[src/rtl/display_arbiter_pkg.sv]
// Shared types and defaults for the display arbiter.
// The arbiter shares the 8-digit 7-segment display among four requesters.
package display_arbiter_pkg;

    localparam int unsigned N_REQ        = 4;
    localparam logic [31:0] DEF_HOLD_CYC = 32'd100_000_000;
    localparam logic [31:0] DEF_IDLE_VAL = 32'h0000_0000;

    // 2'd3 is unused; the FSM treats it as a request to return to StIdle.
    typedef enum logic [1:0] {
        StIdle = 2'd0,
        StLock = 2'd1,
        StOpen = 2'd2
    } state_e;

endpackage

[src/rtl/display_arbiter_if.sv]
// Request/data/grant bundle between the display sources and the arbiter.
// The master side is the sources; the slave side is the arbiter itself.
interface display_arbiter_if;
    import display_arbiter_pkg::*;

    logic [N_REQ-1:0] req;
    logic [31:0]      d0;
    logic [31:0]      d1;
    logic [31:0]      d2;
    logic [31:0]      d3;
    logic [31:0]      disp_d;
    logic [N_REQ-1:0] gnt;
    logic [1:0]       owner;
    logic             active;

    modport master (
        output req, d0, d1, d2, d3,
        input  disp_d, gnt, owner, active
    );

    modport slave (
        input  req, d0, d1, d2, d3,
        output disp_d, gnt, owner, active
    );

endinterface

[src/rtl/display_arbiter_rr_pick4.sv]
// Four-way round-robin picker: first set candidate after ptr_i, wrapping to ptr_i itself.
module display_arbiter_rr_pick4 (
    input  logic [3:0] cand_i,
    input  logic [1:0] ptr_i,
    output logic       found_o,
    output logic [1:0] win_o
);

    logic [1:0] idx;

    always_comb begin
        found_o = 1'b0;
        win_o   = ptr_i;
        idx     = ptr_i;
        for (int k = 1; k <= 4; k++) begin
            idx = ptr_i + k[1:0];
            if (!found_o && cand_i[idx]) begin
                found_o = 1'b1;
                win_o   = idx;
            end
        end
    end

endmodule

[src/rtl/display_arbiter.sv]
// Round-robin owner of the 7-segment display with a minimum hold time before preemption.
// All outputs are registered; a new grant shows the winner's data on the same edge.
module display_arbiter
    import display_arbiter_pkg::*;
#(
    parameter logic [31:0] HOLD_CYC = DEF_HOLD_CYC,
    parameter logic [31:0] IDLE_VAL = DEF_IDLE_VAL
) (
    input  logic              clk,
    input  logic              rstn,
    display_arbiter_if.slave  bus
);

    state_e      state_q, state_d;
    logic [31:0] timer_q, timer_d;
    logic [1:0]  ptr_q, ptr_d;
    logic [1:0]  owner_q, owner_d;
    logic [3:0]  gnt_q, gnt_d;
    logic        active_q, active_d;
    logic [31:0] data_q, data_d;

    logic [31:0] d_arr [4];
    logic [3:0]  cand;
    logic        holding;
    logic        own_req;
    logic        found;
    logic [1:0]  win;
    logic        do_grant;
    logic        go_idle;

    assign d_arr[0] = bus.d0;
    assign d_arr[1] = bus.d1;
    assign d_arr[2] = bus.d2;
    assign d_arr[3] = bus.d3;

    // The owner is masked out so one picker serves both first grant and preemption.
    assign holding = (state_q == StLock) || (state_q == StOpen);
    assign cand    = holding ? (bus.req & ~(4'b0001 << owner_q)) : bus.req;
    assign own_req = bus.req[owner_q];

    display_arbiter_rr_pick4 u_pick (
        .cand_i  (cand),
        .ptr_i   (ptr_q),
        .found_o (found),
        .win_o   (win)
    );

    always_comb begin
        state_d  = state_q;
        timer_d  = timer_q;
        ptr_d    = ptr_q;
        owner_d  = owner_q;
        gnt_d    = gnt_q;
        active_d = active_q;
        data_d   = d_arr[owner_q];
        do_grant = 1'b0;
        go_idle  = 1'b0;

        unique case (state_q)
            StIdle: begin
                if (found) do_grant = 1'b1;
                else       go_idle  = 1'b1;
            end
            StLock: begin
                if (!own_req) begin
                    if (found) do_grant = 1'b1;
                    else       go_idle  = 1'b1;
                end else if (timer_q == 32'd0) begin
                    state_d = StOpen;
                end else begin
                    timer_d = timer_q - 32'd1;
                end
            end
            StOpen: begin
                if (!own_req) begin
                    if (found) do_grant = 1'b1;
                    else       go_idle  = 1'b1;
                end else if (found) begin
                    do_grant = 1'b1;
                end
            end
            default: go_idle = 1'b1;
        endcase

        if (do_grant) begin
            state_d  = StLock;
            timer_d  = HOLD_CYC - 32'd1;
            ptr_d    = win;
            owner_d  = win;
            gnt_d    = 4'b0001 << win;
            active_d = 1'b1;
            data_d   = d_arr[win];
        end else if (go_idle) begin
            state_d  = StIdle;
            timer_d  = 32'd0;
            gnt_d    = 4'b0000;
            active_d = 1'b0;
            data_d   = IDLE_VAL;
        end
    end

    always_ff @(posedge clk or negedge rstn) begin
        if (!rstn) begin
            state_q  <= StIdle;
            timer_q  <= 32'd0;
            ptr_q    <= 2'd3;
            owner_q  <= 2'd0;
            gnt_q    <= 4'b0000;
            active_q <= 1'b0;
            data_q   <= IDLE_VAL;
        end else begin
            state_q  <= state_d;
            timer_q  <= timer_d;
            ptr_q    <= ptr_d;
            owner_q  <= owner_d;
            gnt_q    <= gnt_d;
            active_q <= active_d;
            data_q   <= data_d;
        end
    end

    assign bus.disp_d = data_q;
    assign bus.gnt    = gnt_q;
    assign bus.owner  = owner_q;
    assign bus.active = active_q;

endmodule

[src/flat_wrapper.sv]
// flat-port wrapper written by rule: the top's interface ports become plain ports
module display_arbiter_flat import display_arbiter_pkg::*;
#(
    parameter logic [31:0] HOLD_CYC = DEF_HOLD_CYC,
    parameter logic [31:0] IDLE_VAL = DEF_IDLE_VAL
)
  (clk, rstn, bus_req, bus_d0, bus_d1, bus_d2, bus_d3, bus_disp_d, bus_gnt, bus_owner, bus_active);
  display_arbiter_if bus_i ();
  input  logic clk;
  input  logic rstn;
  input wire logic [$bits(bus_i.req)-1:0] bus_req;
  input wire logic [$bits(bus_i.d0)-1:0] bus_d0;
  input wire logic [$bits(bus_i.d1)-1:0] bus_d1;
  input wire logic [$bits(bus_i.d2)-1:0] bus_d2;
  input wire logic [$bits(bus_i.d3)-1:0] bus_d3;
  output wire logic [$bits(bus_i.disp_d)-1:0] bus_disp_d;
  output wire logic [$bits(bus_i.gnt)-1:0] bus_gnt;
  output wire logic [$bits(bus_i.owner)-1:0] bus_owner;
  output wire logic [$bits(bus_i.active)-1:0] bus_active;
  assign bus_i.req = bus_req;
  assign bus_i.d0 = bus_d0;
  assign bus_i.d1 = bus_d1;
  assign bus_i.d2 = bus_d2;
  assign bus_i.d3 = bus_d3;
  assign bus_disp_d = bus_i.disp_d;
  assign bus_gnt = bus_i.gnt;
  assign bus_owner = bus_i.owner;
  assign bus_active = bus_i.active;
  display_arbiter #(.HOLD_CYC(HOLD_CYC), .IDLE_VAL(IDLE_VAL)) u_core (.clk(clk), .rstn(rstn), .bus(bus_i));
endmodule
[config.mk]
export PLATFORM = sky130hd
export DESIGN_NAME = display_arbiter_flat
export DESIGN_NICKNAME = d
export VERILOG_FILES = /design/src/rtl/display_arbiter_pkg.sv /design/src/rtl/display_arbiter_if.sv /design/src/rtl/display_arbiter_rr_pick4.sv /design/src/rtl/display_arbiter.sv /design/src/flat_wrapper.sv
export SDC_FILE = /design/constraint.sdc
export NUM_CORES = 1
export LEC_CHECK = 0
export ABC_AREA = 1
export BUFFER_PORTS_ARGS = -buffer_cell sky130_fd_sc_hd__buf_4
export CORE_ASPECT_RATIO = 0.8
export CORE_MARGIN = 2
export CORE_UTILIZATION = 55
export DETAILED_ROUTE_END_ITERATION = 7
export PLACE_DENSITY = 0.83
export SETUP_SLACK_MARGIN = 0.02
export SYNTH_ARGS = -nofsm -noshare
export SYNTH_HDL_FRONTEND = slang
export SYNTH_SLANG_ARGS = --single-unit
[constraint.sdc]
create_clock -name clk -period 3.2 [get_ports clk]
set_input_delay 0.64 -clock clk [delete_from_list [all_inputs] [get_ports clk]]
set_output_delay 0.64 -clock clk [all_outputs]
set_load 0.1 [all_outputs]
==> results.md, run 1 <==
* RSZ-0062 raised after global routing: no
* Initial Util at 0.5566
* Row count at 35
* Resize count post-CTS at 0
* Detailed Route Iter0 Violations at slightly below 900
* Share of cells above drive strength 1 at 0.1966
* Total GRT Usage at 0.3275
* Crit. End Element: register
* Fin. Hold Viols at 0
* Count of input and output buffers at between 150 and 200
* Synth top area cells: dfrtp_1 (29%), nand2_1 (24%), nand3_1 (8.2%), nor2_1 (8.0%), o21ai_0 (5.8%)
* Remaining global-route overflow at 0
* Die area at 12400 sq um
* Yosys reg bits at 75
* Critical path arrival at 3.08 ns
* Critical Path Start: u_core.state_q[0]
* Cells after Synth at 1046
* Clock skew at between 0.007 and 0.008 ns
* Die width at 124.0 microns
* Synth top area share at 0.2883
* Reg2reg setup slack at about 0.35 ns
* Via count at between 7k and 8k
* Post-CTS Repair Setup Buffers at 0
* Syn nets at approximately 1.2k
* Post-synth design cell area at about 6300 sq um
* Clock period minus worst slack at around 2.8 ns
* Multi-input gate area at 3871 sq um
* Critical Path Start Type: register
* R2r endpoint: u_core.timer_q[1]
* Cell depth of the worst flop-to-flop path at 12
* Slew HR at 0.3372
* MaxCap Viol Count at 0
* Mux share of post-synthesis cell area at 0
* Critical path class: reg2reg
* NumNets Final at approximately 1.3k
* WL per Instance at ~15 microns
* Synth warn at 0
* Final setup TNS at 0 ns
* Yosys top cell by area: dfrtp_1
* Period utilisation layout at 0.8898
* Setup violations, final at 0
* Syn Area/Cell at between 6 and 7 sq um
* Hold-fix buffers, CTS at 0
* Final antenna-violating net count at 0
* Die H at about 100 microns
* IO Pins at 173
* CTS H-tree lvls at 3
* Adder-cell share of the synthesized area at 0.009872
* Clk buf depth at 2
* Fmax at approximately 350 MHz
* GPL Wtd Cong at between 0.9 and 1
* Latest clock arrival within the worst-skew pair at between 0.3 and 0.4 ns
* Clk root buf: clkbuf_16
* Simple-gate share of the synthesized area at 0.4580
* Post-Place Setup Slack at 0.4108 ns
* Post-Route WL at roughly 20 mm
* P&R area growth vs syn at 24.23%
* Via-to-Cell Ratio at 5.479
* CTS clk-pin slew, worst paths at roughly 0.06 ns
* DRC Markers at 0
* Worst r2r src: u_core.state_q[0]
* TritonRoute pass-1 iters at 6
* Synth Area in XOR/XNOR at 0.03593
* Core area at between 10000 and 15000 sq um
* Final WS setup at 0.3525 ns
* CTS tree: built
* Clock sinks at 75
* Crit path max fanout at 14
* Register area at approximately 1900 sq um
* Vias in the first global route at around 6.5k
* Num CTS Buffers at 9
* Final Max Slew Viols at 0
* Hold crit path type: in2async
* Status: finished clean
* Unique cell type count in the Yosys netlist at 33
* Largest net degree at the start of global routing at 76
* Worst Path Required at around 3.4 ns
* Tightest Pin Transition at roughly 0.99 ns
* Hpwl dp at 13.56 mm
* # diodes at 0
* Antenna violations before repair at 0
* Fillers at 1052
* Largest family of logic cells by synthesized area: simple AND/OR/NAND/NOR gates
* First-pass GRT wire length at around 32 mm
* Synth Area in Compound Gates at 0.1066
* Register area share after synthesis at 0.2965
## cells in the final DEF (no fill, tap or decap), drive strengths merged
master,count
a21oi,9
buf,188
bufinv,2
clkbuf,13
dfrtp,73
dfstp,2
ha,5
inv,49
nand2,417
nand3,109
nand4,14
nor2,139
nor3,8
nor3b,5
nor4,2
o21ai,84
o22ai,33
or2,2
xnor2,7
xor2,19
## synthesized netlist by cell type (all sizes together)
master	instances
clkbuf	20
dfrtp	73
xor2	19
a21oi	9
nand4	14
inv	49
nand3	109
o21ai	84
nor3b	5
o22ai	33
nor2	139
dfstp	2
buf	49
ha	5
nor4	2
nor3	8
xnor2	7
nand2	417
or2	2
## flip-flops by register name, indices dropped and copies added (netlist names)
signal	cells
u_core.timer_q	32
u_core.ptr_q	2
u_core.bus.disp_d	32
u_core.bus.gnt	4
u_core.bus.owner	2
u_core.state_q	2
u_core.bus.active	1
## critical path, cell delays in order, from the launching register on
cell and delay (ns):
dfrtp_1 0.39, inv_1 0.08, ha_1 0.38, nand3_1 0.14
nand3_1 0.14, nand3_2 0.13, nand2_4 0.13, nand2_4 0.07
nor2_1 0.08, o21ai_1 0.09, nand3_2 0.23, nand3_1 0.51
o21ai_0 0.37
## per-layer routing
layer,global-route usage,vias up,part of all wire
li1,-,3617,-
met1,0.4597,3251,0.43
met2,0.5000,370,0.45
met3,0.08182,38,0.097
met4,0.09767,0,0.025
met5,0,-,0
## logic make-up after synthesis
family | Yosys count
and+or+nand+nor | 696
DFF | 75
adders and majority gates | 5
buffers and inverters | 118
xor gates and xnor gates | 26
AOI/OAI and AO/OA | 126
## how the worst max path moves through the flow
stage                                       end
after global routing          u_core.timer_q[1]
after global placement    u_core.bus.disp_d[14]
after floorplan               u_core.bus.gnt[0]
final                         u_core.timer_q[1]
after CTS                     u_core.timer_q[1]
after detailed placement      u_core.timer_q[1]
## metrics by stage
stage | utilization | instances | hold WS [ns] | instance area [sq um]
after floorplan | - | 1046 | 0.3444 | 6337
after global placement | 0.6642 | 1313 | 0.4578 | 7562
after detailed placement | 0.6642 | 1313 | 0.4679 | 7562
after CTS | 0.6914 | 1328 | 0.4819 | 7873
after global routing | 0.6914 | 1328 | 0.5038 | 7873
final | 0.6914 | 1328 | 0.4353 | 7873
## cell type report
type	count	area share
repair buffers	188	0.1825
clock inverters	2	0.007629
flip-flops and latches	75	0.2389
well taps	148	0.02352
multi-input cells	853	0.4917
inverters	49	0.02400
clock buffers	13	0.03179
Power of run 1 is left out: the tool's default activity adds up to more than one toggle a clock period on the data nets, which glitch-free logic cannot reach.
==> run 2: changes to the inputs <==
--- a/config.mk
+++ b/config.mk
@@ -9,10 +9,11 @@
 export BUFFER_PORTS_ARGS = -buffer_cell sky130_fd_sc_hd__buf_4
 export CORE_ASPECT_RATIO = 0.8
 export CORE_MARGIN = 2
-export CORE_UTILIZATION = 55
+export CORE_UTILIZATION = 54
 export DETAILED_ROUTE_END_ITERATION = 7
-export PLACE_DENSITY = 0.83
+export PLACE_DENSITY = 0.88
 export SETUP_SLACK_MARGIN = 0.02
 export SYNTH_ARGS = -nofsm -noshare
 export SYNTH_HDL_FRONTEND = slang
 export SYNTH_SLANG_ARGS = --single-unit
+export TNS_END_PERCENT = 5
==> constraint.sdc (replaced) <==
create_clock -name clk -period 3.1 [get_ports clk]
set_input_delay 0.62 -clock clk [delete_from_list [all_inputs] [get_ports clk]]
set_output_delay 0.62 -clock clk [all_outputs]
set_load 0.1 [all_outputs]
==> results.md, run 2 (synthesis results as in run 1) <==
* Status: finished clean
* Clock sinks at 75
* DRC Markers at 0
* Most common cell after layout, fill and taps aside: nand2_1
* IO Pins at 173
* Detailed Route Iter0 Violations at around 740
* Count of input and output buffers at 172
* Tightest Pin Transition at between 0.9 and 1 ns
* Via count at 7398
* NumNets Final at around 1.3k
* Hold-fix buffers, CTS at 0
* Most frequent cells in the layout: nand2_1 (408), buf_4 (185), nor2_1 (135)
* Clock period minus worst slack at approximately 2.8 ns
* Setup violations, final at 0
* CTS clk-pin slew, worst paths at about 0.060 ns
* Die H at about 100 microns
* Row count at 35
* Via-to-Cell Ratio at 5.567
* Resize count post-CTS at 0
* Largest net degree at the start of global routing at 76
* Slowest-stage cell, CP: nand3_1
* Fmax at ~360 MHz
* Crit. End Element: register
* Die area at about 13000 sq um
* Critical path class: reg2reg
* P&R area growth vs syn at 24.21%
* Antenna violations before repair at 1
* Clock skew at between 0.007 and 0.008 ns
* Latest clock arrival within the worst-skew pair at around 0.34 ns
* Post-CTS Repair Setup Buffers at 0
* Period utilisation layout at 0.8910
* Cell Chain, Critical Path: inv_1, ha_1, nand3_1, nand3_1, nand3_1, nand2_2, nand2_4, nor2_1, o21ai_1, nand2_1, nand2_2, nand3_1, o21ai_0
* GPL Wtd Cong at approximately 0.94
* Post-Route WL at 19.82 mm
* Final antenna-violating net count at 0
* Core area at 11470 sq um
* Vias in the first global route at roughly 6.6k
* Share of cells above drive strength 1 at 0.1992
* CTS tree: built
* CTS H-tree lvls at 3
* Hpwl dp at 13.19 mm
* Clk root buf: clkbuf_16
* Cell mode on critical path: nand3_1
* Critical path arrival at around 3 ns
* First-pass GRT wire length at roughly 32 mm
* Final Max Slew Viols at 0
* Num CTS Buffers at 9
* Final setup TNS at 0 ns
* Fin. Hold Viols at 0
* TritonRoute pass-1 iters at 6
* Design area at a little under 8000 sq um
* RSZ-0062 raised after global routing: no
* Worst Path Required at about 3.3 ns
* Clk buf depth at 2
* Initial Util at 0.5523
* Remaining global-route overflow at 0
* Die width at approximately 130 microns
* Total GRT Usage at 0.3096
* Placement-stage cell area at approximately 7600 sq um
* Slew HR at 0.3443
* Hold crit path type: in2async
* Crit-path max cell delay at around 0.48 ns
* MaxCap Viol Count at 0
* Placed cells at 1312
* Critical Path Start Type: register
* Crit path max fanout at 14
* Post-Layout Cell Count at between 1k and 1.5k
* WL per Instance at 14.91 microns
==> run 2: cell types whose count changed in the layout (fill, tap and decap cells not counted) <==
cell	before	now
clkinvlp_4	0	1
bufinv_16	2	1
clkinv_2	0	2
clkbuf_8	1	3
buf_4	186	185
diode_2	0	1
clkbuf_1	3	0
==> run 2: worst max-delay path: cells and delay by family (launching register included) <==
kind / cells / cell delay, ns
buffers and inverters: 1 / 0.08
AOI/OAI and AO/OA: 2 / 0.46
adders and majority gates: 1 / 0.36
DFF: 1 / 0.40
and+or+nand+nor: 9 / 1.36
==> run 2: path summary, 6_finish.rpt <==
kind,startpoint,endpoint,slack (ns),depth (start not counted)
setup / recovery,u_core.state_q[0],u_core.timer_q[4],0.34,13
hold / removal,rstn,u_core.bus.disp_d[10],0.43,1
setup reg to reg,u_core.state_q[0],u_core.timer_q[4],0.34,13
hold reg to reg,u_core.bus.gnt[2],u_core.bus.gnt[2],0.47,2
max in group asynchronous,rstn,u_core.bus.owner[0],1.98,1
min in group clk,u_core.bus.gnt[2],u_core.bus.gnt[2],0.47,2
==> run 2: layout make-up <==
cell class | count | area (sq um)
repair buffers | 187 | 1429
clock buffers | 12 | 266.5
flip-flops and latches | 75 | 1881
inverters | 49 | 188.9
multi-input cells | 853 | 3871
diodes | 1 | 2.502
well taps | 148 | 185.2
fillers | 1035 | 3602
clock inverters | 4 | 47.55
==> run 2: metal layers <==
metal / part of all wire / wire, microns / global-route usage / vias to the layer above
li1: - / - / - / 3622
met1: 0.41 / 8159 / 0.4123 / 3297
met2: 0.46 / 9017 / 0.5008 / 431
met3: 0.11 / 2099 / 0.06900 / 48
met4: 0.027 / 539 / 0.1103 / 0
met5: 0 / 0 / 0 / -
==> run 2: metrics by stage <==
step,util,hold slack [ns],setup WS (ns)
final,0.6860,0.4346,0.3378
after CTS,0.6858,0.4719,0.3667
after global routing,0.6860,0.4932,0.07205
after floorplan,-,0.3244,0.5424
after global placement,0.6585,0.4562,0.5130
after detailed placement,0.6585,0.4607,0.4152
Power of run 2 is left out for the same reason.
